### src/rtl/timer_pkg.sv
// Shared definitions for the interval-timer controller: FSM state encoding
// and mode selection values.
package timer_pkg;

  typedef enum logic [1:0] {
    ST_IDLE  = 2'd0,
    ST_RUN   = 2'd1,
    ST_PAUSE = 2'd2,
    ST_DONE  = 2'd3
  } state_e;

  localparam logic MODE_ONESHOT  = 1'b0;
  localparam logic MODE_PERIODIC = 1'b1;

endpackage

### src/rtl/period_counter.sv
// Free-running period counter: counts up while enabled and wraps to zero
// after reaching the terminal value, flagging the wrap combinationally.
module period_counter
  import timer_pkg::*;
#(
  parameter int WIDTH = 16
) (
  input  logic             clk_i,
  input  logic             a_rst_i,
  input  logic             clr,
  input  logic             en,
  input  logic [WIDTH-1:0] term,
  output logic [WIDTH-1:0] val,
  output logic             wrap
);

  logic at_term_s;

  assign at_term_s = (val == term);
  assign wrap      = en && at_term_s;

  // Count register: clear dominates, otherwise step or wrap when enabled.
  always_ff @(posedge clk_i or posedge a_rst_i) begin
    if (a_rst_i) begin
      val <= {WIDTH{1'b0}};
    end else if (clr) begin
      val <= {WIDTH{1'b0}};
    end else if (en) begin
      if (at_term_s) begin
        val <= {WIDTH{1'b0}};
      end else begin
        val <= val + WIDTH'(1);
      end
    end
  end

endmodule

### src/rtl/timer_ctrl.sv
// Programmable interval timer: one-shot or periodic, with pause/stop control,
// per-period tick strobe and bounded or unbounded repeat count.
module timer_ctrl #(
  parameter int WIDTH     = 16,
  parameter int REP_WIDTH = 8
) (
  input  logic                 clk_i,
  input  logic                 a_rst_i,
  input  logic                 start_i,
  input  logic                 stop_i,
  input  logic                 pause_i,
  input  logic                 mode_i,
  input  logic [WIDTH-1:0]     period_i,
  input  logic [REP_WIDTH-1:0] repeat_i,
  output logic                 busy_o,
  output logic                 tick_o,
  output logic                 done_o,
  output logic                 err_o,
  output logic [WIDTH-1:0]     val_o,
  output logic [REP_WIDTH-1:0] rep_cnt_o
);

  import timer_pkg::*;

  state_e               state_r;
  logic [WIDTH-1:0]     period_r;
  logic                 mode_r;
  logic [REP_WIDTH-1:0] repeat_r;
  logic [REP_WIDTH-1:0] rep_cnt_r;
  logic                 err_r;

  logic [WIDTH-1:0]     term_s;
  logic [WIDTH-1:0]     val_s;
  logic                 en_s;
  logic                 clr_s;
  logic                 wrap_s;
  logic [REP_WIDTH-1:0] rep_next_s;
  logic                 last_tick_s;

  period_counter #(.WIDTH(WIDTH)) u_period_counter (
    .clk_i   (clk_i),
    .a_rst_i (a_rst_i),
    .clr     (clr_s),
    .en      (en_s),
    .term    (term_s),
    .val     (val_s),
    .wrap    (wrap_s)
  );

  // Counter control: stop and pause both freeze the count in the same cycle,
  // so a tick coincident with either is never emitted.
  always_comb begin
    term_s = period_r - WIDTH'(1);
    en_s   = 1'b0;
    clr_s  = 1'b1;
    case (state_r)
      ST_RUN: begin
        en_s  = !stop_i && !pause_i;
        clr_s = stop_i;
      end
      ST_PAUSE: begin
        en_s  = 1'b0;
        clr_s = stop_i;
      end
      ST_IDLE, ST_DONE: begin
        en_s  = 1'b0;
        clr_s = 1'b1;
      end
      default: begin
        en_s  = 1'b0;
        clr_s = 1'b1;
      end
    endcase
  end

  // Saturating tick count and completion decision for the current tick.
  always_comb begin
    if (rep_cnt_r == {REP_WIDTH{1'b1}}) begin
      rep_next_s = rep_cnt_r;
    end else begin
      rep_next_s = rep_cnt_r + REP_WIDTH'(1);
    end
    last_tick_s = (mode_r == MODE_ONESHOT) ||
                  ((mode_r == MODE_PERIODIC) &&
                   (repeat_r != {REP_WIDTH{1'b0}}) &&
                   (rep_next_s == repeat_r));
  end

  // Sequencing FSM with command latching, repeat counting and error strobe.
  always_ff @(posedge clk_i or posedge a_rst_i) begin
    if (a_rst_i) begin
      state_r   <= ST_IDLE;
      period_r  <= {WIDTH{1'b0}};
      mode_r    <= MODE_ONESHOT;
      repeat_r  <= {REP_WIDTH{1'b0}};
      rep_cnt_r <= {REP_WIDTH{1'b0}};
      err_r     <= 1'b0;
    end else begin
      err_r <= 1'b0;
      case (state_r)
        ST_IDLE: begin
          if (start_i && !stop_i) begin
            if (period_i != {WIDTH{1'b0}}) begin
              period_r  <= period_i;
              mode_r    <= mode_i;
              repeat_r  <= repeat_i;
              rep_cnt_r <= {REP_WIDTH{1'b0}};
              state_r   <= ST_RUN;
            end else begin
              err_r <= 1'b1;
            end
          end
        end
        ST_RUN: begin
          if (stop_i) begin
            state_r <= ST_IDLE;
          end else if (pause_i) begin
            state_r <= ST_PAUSE;
          end else if (wrap_s) begin
            rep_cnt_r <= rep_next_s;
            if (last_tick_s) begin
              state_r <= ST_DONE;
            end
          end
        end
        ST_PAUSE: begin
          if (stop_i) begin
            state_r <= ST_IDLE;
          end else if (!pause_i) begin
            state_r <= ST_RUN;
          end
        end
        ST_DONE: begin
          state_r <= ST_IDLE;
        end
        default: begin
          state_r <= ST_IDLE;
        end
      endcase
    end
  end

  assign busy_o    = (state_r == ST_RUN) || (state_r == ST_PAUSE);
  assign done_o    = (state_r == ST_DONE);
  assign err_o     = err_r;
  assign tick_o    = wrap_s;
  assign val_o     = val_s;
  assign rep_cnt_o = rep_cnt_r;

endmodule

### config.mk
export PLATFORM = sky130hd
export DESIGN_NAME = timer_ctrl
export DESIGN_NICKNAME = d
export VERILOG_FILES = /design/src/rtl/timer_pkg.sv /design/src/rtl/period_counter.sv /design/src/rtl/timer_ctrl.sv
export SDC_FILE = /design/constraint.sdc
export NUM_CORES = 1
export LEC_CHECK = 0
export CORE_MARGIN = 2
export CORE_UTILIZATION = 50
export CTS_BUF_LIST = sky130_fd_sc_hd__clkbuf_4
export DETAILED_ROUTE_END_ITERATION = 8
export PLACE_DENSITY = 0.76
export SLEW_MARGIN = 20
export SYNTH_ARGS = -nofsm -noshare
export SYNTH_HDL_FRONTEND = slang
export SYNTH_HIERARCHICAL = 1
export SYNTH_SLANG_ARGS = --single-unit
### constraint.sdc
create_clock -name clk_i -period 4.1 [get_ports clk_i]
set_input_delay 0.615 -clock clk_i [delete_from_list [all_inputs] [get_ports clk_i]]
set_output_delay 0.615 -clock clk_i [all_outputs]
set_load 0.01 [all_outputs]
=== Word level (Yosys, flattened, before mapping) ===
Cells that the tools add are included.

* Add/subtract/negate cells: 3
* Multipliers: 0
* Div/mod/pow operators: 0
* $lt $le $gt $ge: 0
* Equal/unequal tests: 14
* Shifts and indexed selects: 0
* Muxes and demuxes: 24
* Bitwise operators: 1
* Reduce and logical (&&, ||, !) cells: 20

{| class="wikitable"
|+ Operators with widths
! operator !! count
|-
| 16-bit 2-to-1 mux || 3
|-
| 8-bit 2-to-1 mux || 6
|-
| 16-bit by 1-bit adder with 16-bit output, second input constant || 1
|-
| 16-bit equality test || 1
|-
| 2-bit 2-to-1 mux || 8
|-
| 8-bit case mux with 2 select lines || 1
|-
| 16-bit nonzero test || 1
|-
| 16-bit by 1-bit subtractor with 16-bit output, second input constant || 1
|-
| 2-bit != test, second input constant || 5
|-
| 8-bit by 1-bit adder with 8-bit output, second input constant || 1
|-
| 8-bit equality test || 1
|-
| 8-bit equality test, second input constant || 1
|-
| 4-bit != test, second input constant || 2
|-
| 2-bit case mux with 4 select lines || 1
|-
| 8-bit nonzero test || 1
|-
| 6-bit AND reduction || 1
|-
| 1-bit logical AND || 5
|-
| 5-bit AND reduction || 1
|-
| 2-bit equality test, second input constant || 2
|-
| 1-bit case mux with 2 select lines || 2
|-
| 2-bit nonzero test || 2
|-
| 2-bit OR reduction || 2
|-
| 1-bit 2-to-1 mux || 3
|-
| 3-bit != test, second input constant || 1
|-
| other kinds (7) || 9
|}

* Register bits after elaboration: 52
* Latch bits: 0
* RAM bits: 0
* Bits in read-only memories: 0
* Input bits: 30
* Output and inout bits: 28
* Logic and storage cells: 69
* Memories: 0

=== Longest topological paths before layout ===
Gate-level depths: netlist (run 1).

* Word-level depth: 10
* Mapped depth: 16

=== Modules after synthesis ===
Netlist (run 1), hierarchy kept.

{| class="wikitable"
|+ By module, submodules not included
! module !! instances !! cells each !! area an instance (um^2) !! seq. area each (um^2)
|-
| timer_ctrl || 1 || 237 || 2,287.2 || 900.9
|-
| period_counter || 1 || 106 || 1,103.6 || 400.4
|}

=== Worst setup path before layout (run 1) ===
Ideal clock, no wire load.

* Kind: reg2reg
* Start point: reg period_r[2]
* End point: reg rep_cnt_r[5] (netlist: rep_cnt_o[5])
* Setup time: 117 ps
* Arrival: 3,723 ps
* Slack: 259 ps
* Cell stages (with the launch flop): 17
* Buffers on the path: 2
* Cell sequence: dfrtp_1 > or4_1 > nor2_1 > nand2_1 > nor4_1 > xor2_1 > xnor2_1 > nand4_1 > nor4_4 > buf_2 > and2_1 > a31oi_1 > a21oi_1 > clkbuf_1 > o21ai_0 > nand2_1 > nand2_1

* Longest elaborated chain between the ends: 5

{| class="wikitable"
|+ RTL lines
! what !! RTL line !! RTL
|-
| start, declared || timer_ctrl.sv:26 || <nowiki>logic [WIDTH-1:0] period_r;</nowiki>
|-
| start signal, assigned || timer_ctrl.sv:93 || <nowiki>period_r <= {WIDTH{1'b0}};</nowiki>
|-
| start signal, assigned || timer_ctrl.sv:104 || <nowiki>period_r <= period_i;</nowiki>
|-
| 16-bit by 1-bit subtractor with 16-bit output || timer_ctrl.sv:53 || <nowiki>term_s = period_r - WIDTH'(1);</nowiki>
|-
| named net term_s[10] || timer_ctrl.sv:32 || <nowiki>logic [WIDTH-1:0] term_s;</nowiki>
|-
| 16-bit equality test || period_counter.sv:19 || <nowiki>assign at_term_s = (val == term);</nowiki>
|-
| 1-bit logical AND || period_counter.sv:20 || <nowiki>assign wrap = en && at_term_s;</nowiki>
|-
| named net tick_o || timer_ctrl.sv:16 || <nowiki>output logic tick_o,</nowiki>
|-
| 2-bit != test (no source line) || n/a ||
|-
| 6-bit AND reduction (no source line) || n/a ||
|-
| end signal, assigned || timer_ctrl.sv:96 || <nowiki>rep_cnt_r <= {REP_WIDTH{1'b0}};</nowiki>
|-
| end signal, assigned || timer_ctrl.sv:107 || <nowiki>rep_cnt_r <= {REP_WIDTH{1'b0}};</nowiki>
|-
| end signal, assigned || timer_ctrl.sv:120 || <nowiki>rep_cnt_r <= rep_next_s;</nowiki>
|-
| end, declared || timer_ctrl.sv:29 || <nowiki>logic [REP_WIDTH-1:0] rep_cnt_r;</nowiki>
|}

The timed path passes the listed nets, and every way through them passes these cells.
A chain may end at the register's enable or synchronous reset.

=== Worst setup path after layout (run 1) ===
* Start point: reg period_r[2]
* End point: out tick_o

* Longest elaborated chain between the ends: 3

{| class="wikitable"
|+ RTL lines
! what !! RTL line
|-
| 16-bit by 1-bit subtractor with 16-bit output || timer_ctrl.sv:53
|-
| named net term_s[10] || timer_ctrl.sv:32
|-
| 16-bit equality test || period_counter.sv:19
|-
| 1-bit logical AND || period_counter.sv:20
|-
| end, declared || timer_ctrl.sv:16
|}

The timed path passes the listed nets, and every way through them passes these cells.

==> metrics, run 1 <==
IO Pins 58; pwr dens 481 nW/um2; Warnings, synthesis 6; Final Setup Violations 0; share of cells above drive strength 1 0.129; Final Skew 0.0188 ns; Worst Path Class, Setup flop to output port; hold slack 0.564 ns; Num CTS Buffers 5; Cell variety after synth 56; Cell Area, Synth 3390 um2; startpoint types flop; dpl hpwl 5840 um; RD Place Congestion 0.899; critical path peak fanout 5; Slew HR 0.560; setup_tns 0 ns; worst hold path type flop to flop; leakage 1.64 nW; max cap viols 0; hold_buf cts 0; Mapped Cells 343; Critical Path Start period_r[2]; VDD IR max 0.000251 V; Worst Max-Slew Pin Slew 0.659 ns; final core utilization 0.606; reg-to-reg endpoint rep_cnt_o[1]; Port Buffers 57; final WL 7850 um; DIE AREA 7460 um2; ANT cells 0; Vias 2867; ANT nets after route 0; R2R cell count 15; ys async rst share 1.00; Via density 6.04; Post-synth top flop dfrtp_1; Die Y 86.4 um; Period minus WS final 3.83 ns; vias in the first global route 2737; CTS tree built; crit share post-route 0.935; R2R Setup Slk 0.57 ns; WL/cell 16.5 um; syn_area_per_cell 9.89 um2; insertion delay to the later sink of the worst-skew pair 0.37 ns; syn_nets 381; Fin. Hold Viols 0; Clock Tree Buf Depth 2; CP endpoint kind output port; first-pass GRT wire length 13000 um; Initial Util 0.507; Num Clock Sinks 52; hold_sp mode_r; Site Rows 30; crit path DAT 3.22 ns; Core ar. 6680 um2; largest net degree at the start of global routing 37; max-slew violation count 0; crit path to tick_o; Seq/Total Area, Yosys 0.384; Tot GR Track Use 0.217; register bit total from synthesis 52; RSZ-0062 raised after global routing false; Remaining DRCs 0; CP required 3.48 ns; GRT overflow 0; router iterations before antenna repair 4; fin nets 433; drt first-iter violations 180; Clock transition at path regs 0.15 ns; H-Tree Level Count 2; initial antenna violation count 0; FMAX 261 MHz; Post-synth EDFFs 0; root buffer cell clkbuf_4; FF-to-FF Start period_r[2]; Layout area overhead 19.4%; outcome finished clean; die extent in x 86.4 um
-- registers in the layout (all words and copies together), names as in the netlist --
| name | count |
|---|---|
| u_period_counter/val | 16 |
| repeat_r | 8 |
| err_o | 1 |
| state_r | 2 |
| mode_r | 1 |
| period_r | 16 |
| rep_cnt_o | 8 |
-- cells in the final DEF, fill, tap and decap left out, types with 2 or more instances in the layout --
master / instances
clkdlybuf4s50_1: 56
nor4_1: 8
a31oi_1: 3
a211oi_1: 11
a21o_1: 2
dfrtp_1: 52
a21oi_1: 15
nor2_1: 14
and2_1: 3
a221oi_1: 3
and4_1: 2
nand3b_1: 4
o22ai_1: 4
buf_4: 6
xor2_1: 20
o21ai_0: 9
nand3_1: 11
xnor2_1: 25
ha_1: 8
and3_2: 2
inv_1: 14
or3_1: 4
mux2_2: 25
nand4_1: 16
clkbuf_4: 5
nand2b_1: 6
nor2b_1: 2
and3_1: 5
nor3_1: 7
o31ai_1: 2
nand2_1: 23
-- worst min-delay path by stage --
stage | slack (ns) | cells past startpoint | end
2_1_floorplan | 0.49 | 1 | state_r[1]
3_3_place_gp | 0.53 | 1 | state_r[1]
3_5_place_dp | 0.55 | 1 | period_r[6]
4_1_cts | 0.57 | 1 | state_r[1]
5_1_grt | 0.59 | 1 | state_r[1]
6_report | 0.56 | 1 | state_r[1]
-- metal layers --
| layer | part of all wire | GRT usage |
|---|---|---|
| met3 | 0.039 | 0.0371 |
| met5 | 0 | 0 |
| met1 | 0.42 | 0.270 |
| met2 | 0.53 | 0.391 |
| met4 | 0.010 | 0.0540 |
-- report_power, final --
group          total, mW  leakage (nW)  switching, mW  internal, mW
sequential         0.844         0.669          0.188         0.655
clock              0.226        0.0271          0.163        0.0630
combinational      0.877         0.943          0.430         0.447
-- metrics by stage --
step                total power [mW]  setup slack, ns  cells  area (um2)
global placement                1.69            0.394    468        3990
CTS                             1.96            0.233    475        4050
floorplan                       1.48            0.259    343        3390
global route                    2.08           0.0564    475        4050
finish                          1.95            0.265    475        4050
detailed placement              1.72            0.304    468        3990
-- timing repair --
action,4_1_cts,5_1_grt
buffers inserted,0,0
endpoints found under the setup margin,1,0
resized for setup,3,0
-- cells by family after synthesis --
logic type      count (synthesis)  synth area share
compound gates                 62             0.130
simple gates                  118             0.205
xor+xnor                       45             0.116
fa+ha+maj                       8            0.0295
mux                            26            0.0860
buf+inv                        32            0.0494
flops                          52             0.384
-- synth_stat cells, types with 9 or more instances --
master	n	area [um2]
dfrtp_1	52	1300
xor2_1	20	175
nor2_1	15	56.3
a211oi_1	11	82.6
nor4_1	9	56.3
xnor2_1	25	219
nand4_1	16	100
o21ai_0	9	45.0
nand3_1	11	55.1
mux2_2	25	282
a21oi_1	15	75.1
inv_1	14	52.6
nand2_1	23	86.3
-- layout make-up --
class                      count  area, um2
fill                         602       2630
multi-input combinational    259       1930
sequential                    52       1300
timing repair buffer          63        614
tap                           80        100
inverter                      14       52.6
clock buffer                   5       37.5
clock inverter                 2       12.5
-- critical path: stages, from the launching register on --
cell           delay (ns)
dfrtp_1              0.45
or4_1                0.58
nor2_2               0.17
nand2_1              0.12
nor4_2               0.18
xor2_1               0.20
xnor2_1              0.14
nand4_1              0.16
nor4_4               0.33
and2_1               0.21
dlygate4sd2_1        0.31
Power figures use the tool's default switching activity.
==> inputs of run 2 (changes only) <==
SKIP_LAST_GASP = 1   (was not set)
clock period = 4.3 ns   (was 4.1 ns; I/O delays follow)
==> run 2 against run 1 <==
First-iteration DRC count shrank 39%; setup slack gained 0.30 ns; clock power shrank 4%; global-route usage shrank 0.23 points; non-clock buffer count is the same; core utilization grew 0.13 points; register-to-register slack gained 0.23 ns; die area is the same; critical endpoint unchanged; largest cell class unchanged.
==> metrics, run 2 (synthesis results as in run 1) <==
ANT cells 0; IO Pins 58; most frequent cells in the layout clkdlybuf4s50_1, dfrtp_1, mux2_2, xnor2_1, nand2_1; drt first-iter violations 109; leakage 1.66 nW; insertion delay to the later sink of the worst-skew pair 0.37 ns; setup_tns 0 ns; critical path peak fanout 5; Period minus WS final 3.74 ns; footprint of the multi-input gates 1940 um2; non-filler cells, final 475; startpoint types flop; FF-to-FF Start period_r[2]; router iterations before antenna repair 6; Vias 2827; max cap viols 0; Fin. Hold Viols 0; Cells after DPL 468; pwr dens 456 nW/um2; Die Y 86.4 um; WL/cell 16.3 um; CP max-delay cell or4_1; initial antenna violation count 0; Slew HR 0.580; Site Rows 30; die extent in x 86.4 um; R2R Setup Slk 0.80 ns; FMAX 268 MHz; ANT nets after route 0; crit-path cells or4_1 > nor2_4 > nand3_1 > nor4_1 > xor2_1 > xnor2_1 > nand4_1 > nor4_4 > and2_1 > dlymetal6s2s_1; R2R cell count 15; Via density 5.95; Final Skew 0.0133 ns; CP required 3.65 ns; Tot GR Track Use 0.215; Worst Max-Slew Pin Slew 0.625 ns; CP endpoint kind output port; GRT overflow 0; share of cells above drive strength 1 0.129; Storage cell area 1300 um2; Clock Tree Buf Depth 2; VDD IR max 0.000228 V; Num Clock Sinks 52; Final Setup Violations 0; Port Buffers 57; Initial Util 0.507; largest net degree at the start of global routing 37; Layout area overhead 19.7%; hold_sp mode_r; H-Tree Level Count 2; crit path DAT 3.09 ns; hold path depth 1; max incr delay on CP 0.60 ns; DIE AREA 7460 um2; final WL 7730 um; worst hold path type flop to flop; Worst Path Class, Setup flop to output port; Clock transition at path regs 0.15 ns; fillers 582; commonest non-fill, non-tap cell in the layout clkdlybuf4s50_1; fin nets 433; outcome finished clean; WHS Endpoint state_r[1]; reg-to-reg endpoint rep_cnt_o[1]; first-pass GRT wire length 12900 um; Core ar. 6680 um2; RSZ-0062 raised after global routing false; RD Place Congestion 0.924; root buffer cell clkbuf_4; CTS tree built; Top Registers period_r x16, u_period_counter/val x16; vias in the first global route 2760; Num CTS Buffers 5; max-slew violation count 0; dpl hpwl 5760 um; Remaining DRCs 0; crit share post-route 0.869
==> run 2: cell type report <==
type / count / share of cell area
clock buffer: 6 / 0.0111
clock inverter: 1 / 0.00123
inverter: 14 / 0.0130
multi-input combinational: 259 / 0.477
sequential: 52 / 0.321
tap: 80 / 0.0247
timing repair buffer: 63 / 0.152
==> run 2: metrics by stage <==
| stage | setup slack [ns] | power [mW] | utilization | hold slack, ns | area, um2 |
|---|---|---|---|---|---|
| after global placement | 0.573 | 1.61 | 0.597 | 0.529 | 3990 |
| after global routing | 0.321 | 2.00 | 0.607 | 0.577 | 4060 |
| after floorplan | 0.459 | 1.41 | - | 0.494 | 3390 |
| after detailed placement | 0.505 | 1.63 | 0.597 | 0.530 | 3990 |
| final | 0.564 | 1.85 | 0.607 | 0.550 | 4060 |
| after CTS | 0.0670 | 1.85 | 0.605 | 0.557 | 4040 |
==> run 2: metal layers <==
layer / share of wire / GRT usage / vias up
li1: - / - / 1357
met1: 0.43 / 0.265 / 1392
met2: 0.52 / 0.397 / 68
met3: 0.035 / 0.0324 / 10
met4: 0.012 / 0.0426 / 0
met5: 0 / 0 / -
==> run 2: what timing repair did <==
action                                  CTS  global route
gates resized for setup                   0             4
buffers inserted                          0             0
hold buffers                              0             0
endpoints found under the setup margin    0             1
==> run 2: critical path, delay by kind of cell (launching register included) <==
family                    cells  cell delay [ns]
xor gates and xnor gates      2             0.37
and+or+nand+nor               7             1.70
DFF                           1             0.44
buffers and inverters         1             0.20
==> run 2: where the power goes <==
part	total (mW)	internal (mW)	leakage, nW	switching, mW
sequential	0.806	0.625	0.669	0.181
combinational	0.827	0.426	0.957	0.400
clock	0.218	0.0670	0.0315	0.151
total	1.85	1.12	1.66	0.733
==> run 2: worst max path at each step <==
| stage | start | endpoint | slack (ns) | depth (start not counted) |
|---|---|---|---|---|
| after floorplan | period_r[2] | rep_cnt_o[5] | 0.46 | 16 |
| after global placement | period_r[2] | tick_o | 0.57 | 10 |
| after detailed placement | period_r[2] | tick_o | 0.50 | 10 |
| after CTS | period_r[3] | tick_o | 0.07 | 10 |
| after global routing | period_r[3] | tick_o | 0.32 | 10 |
| final | period_r[2] | tick_o | 0.56 | 10 |
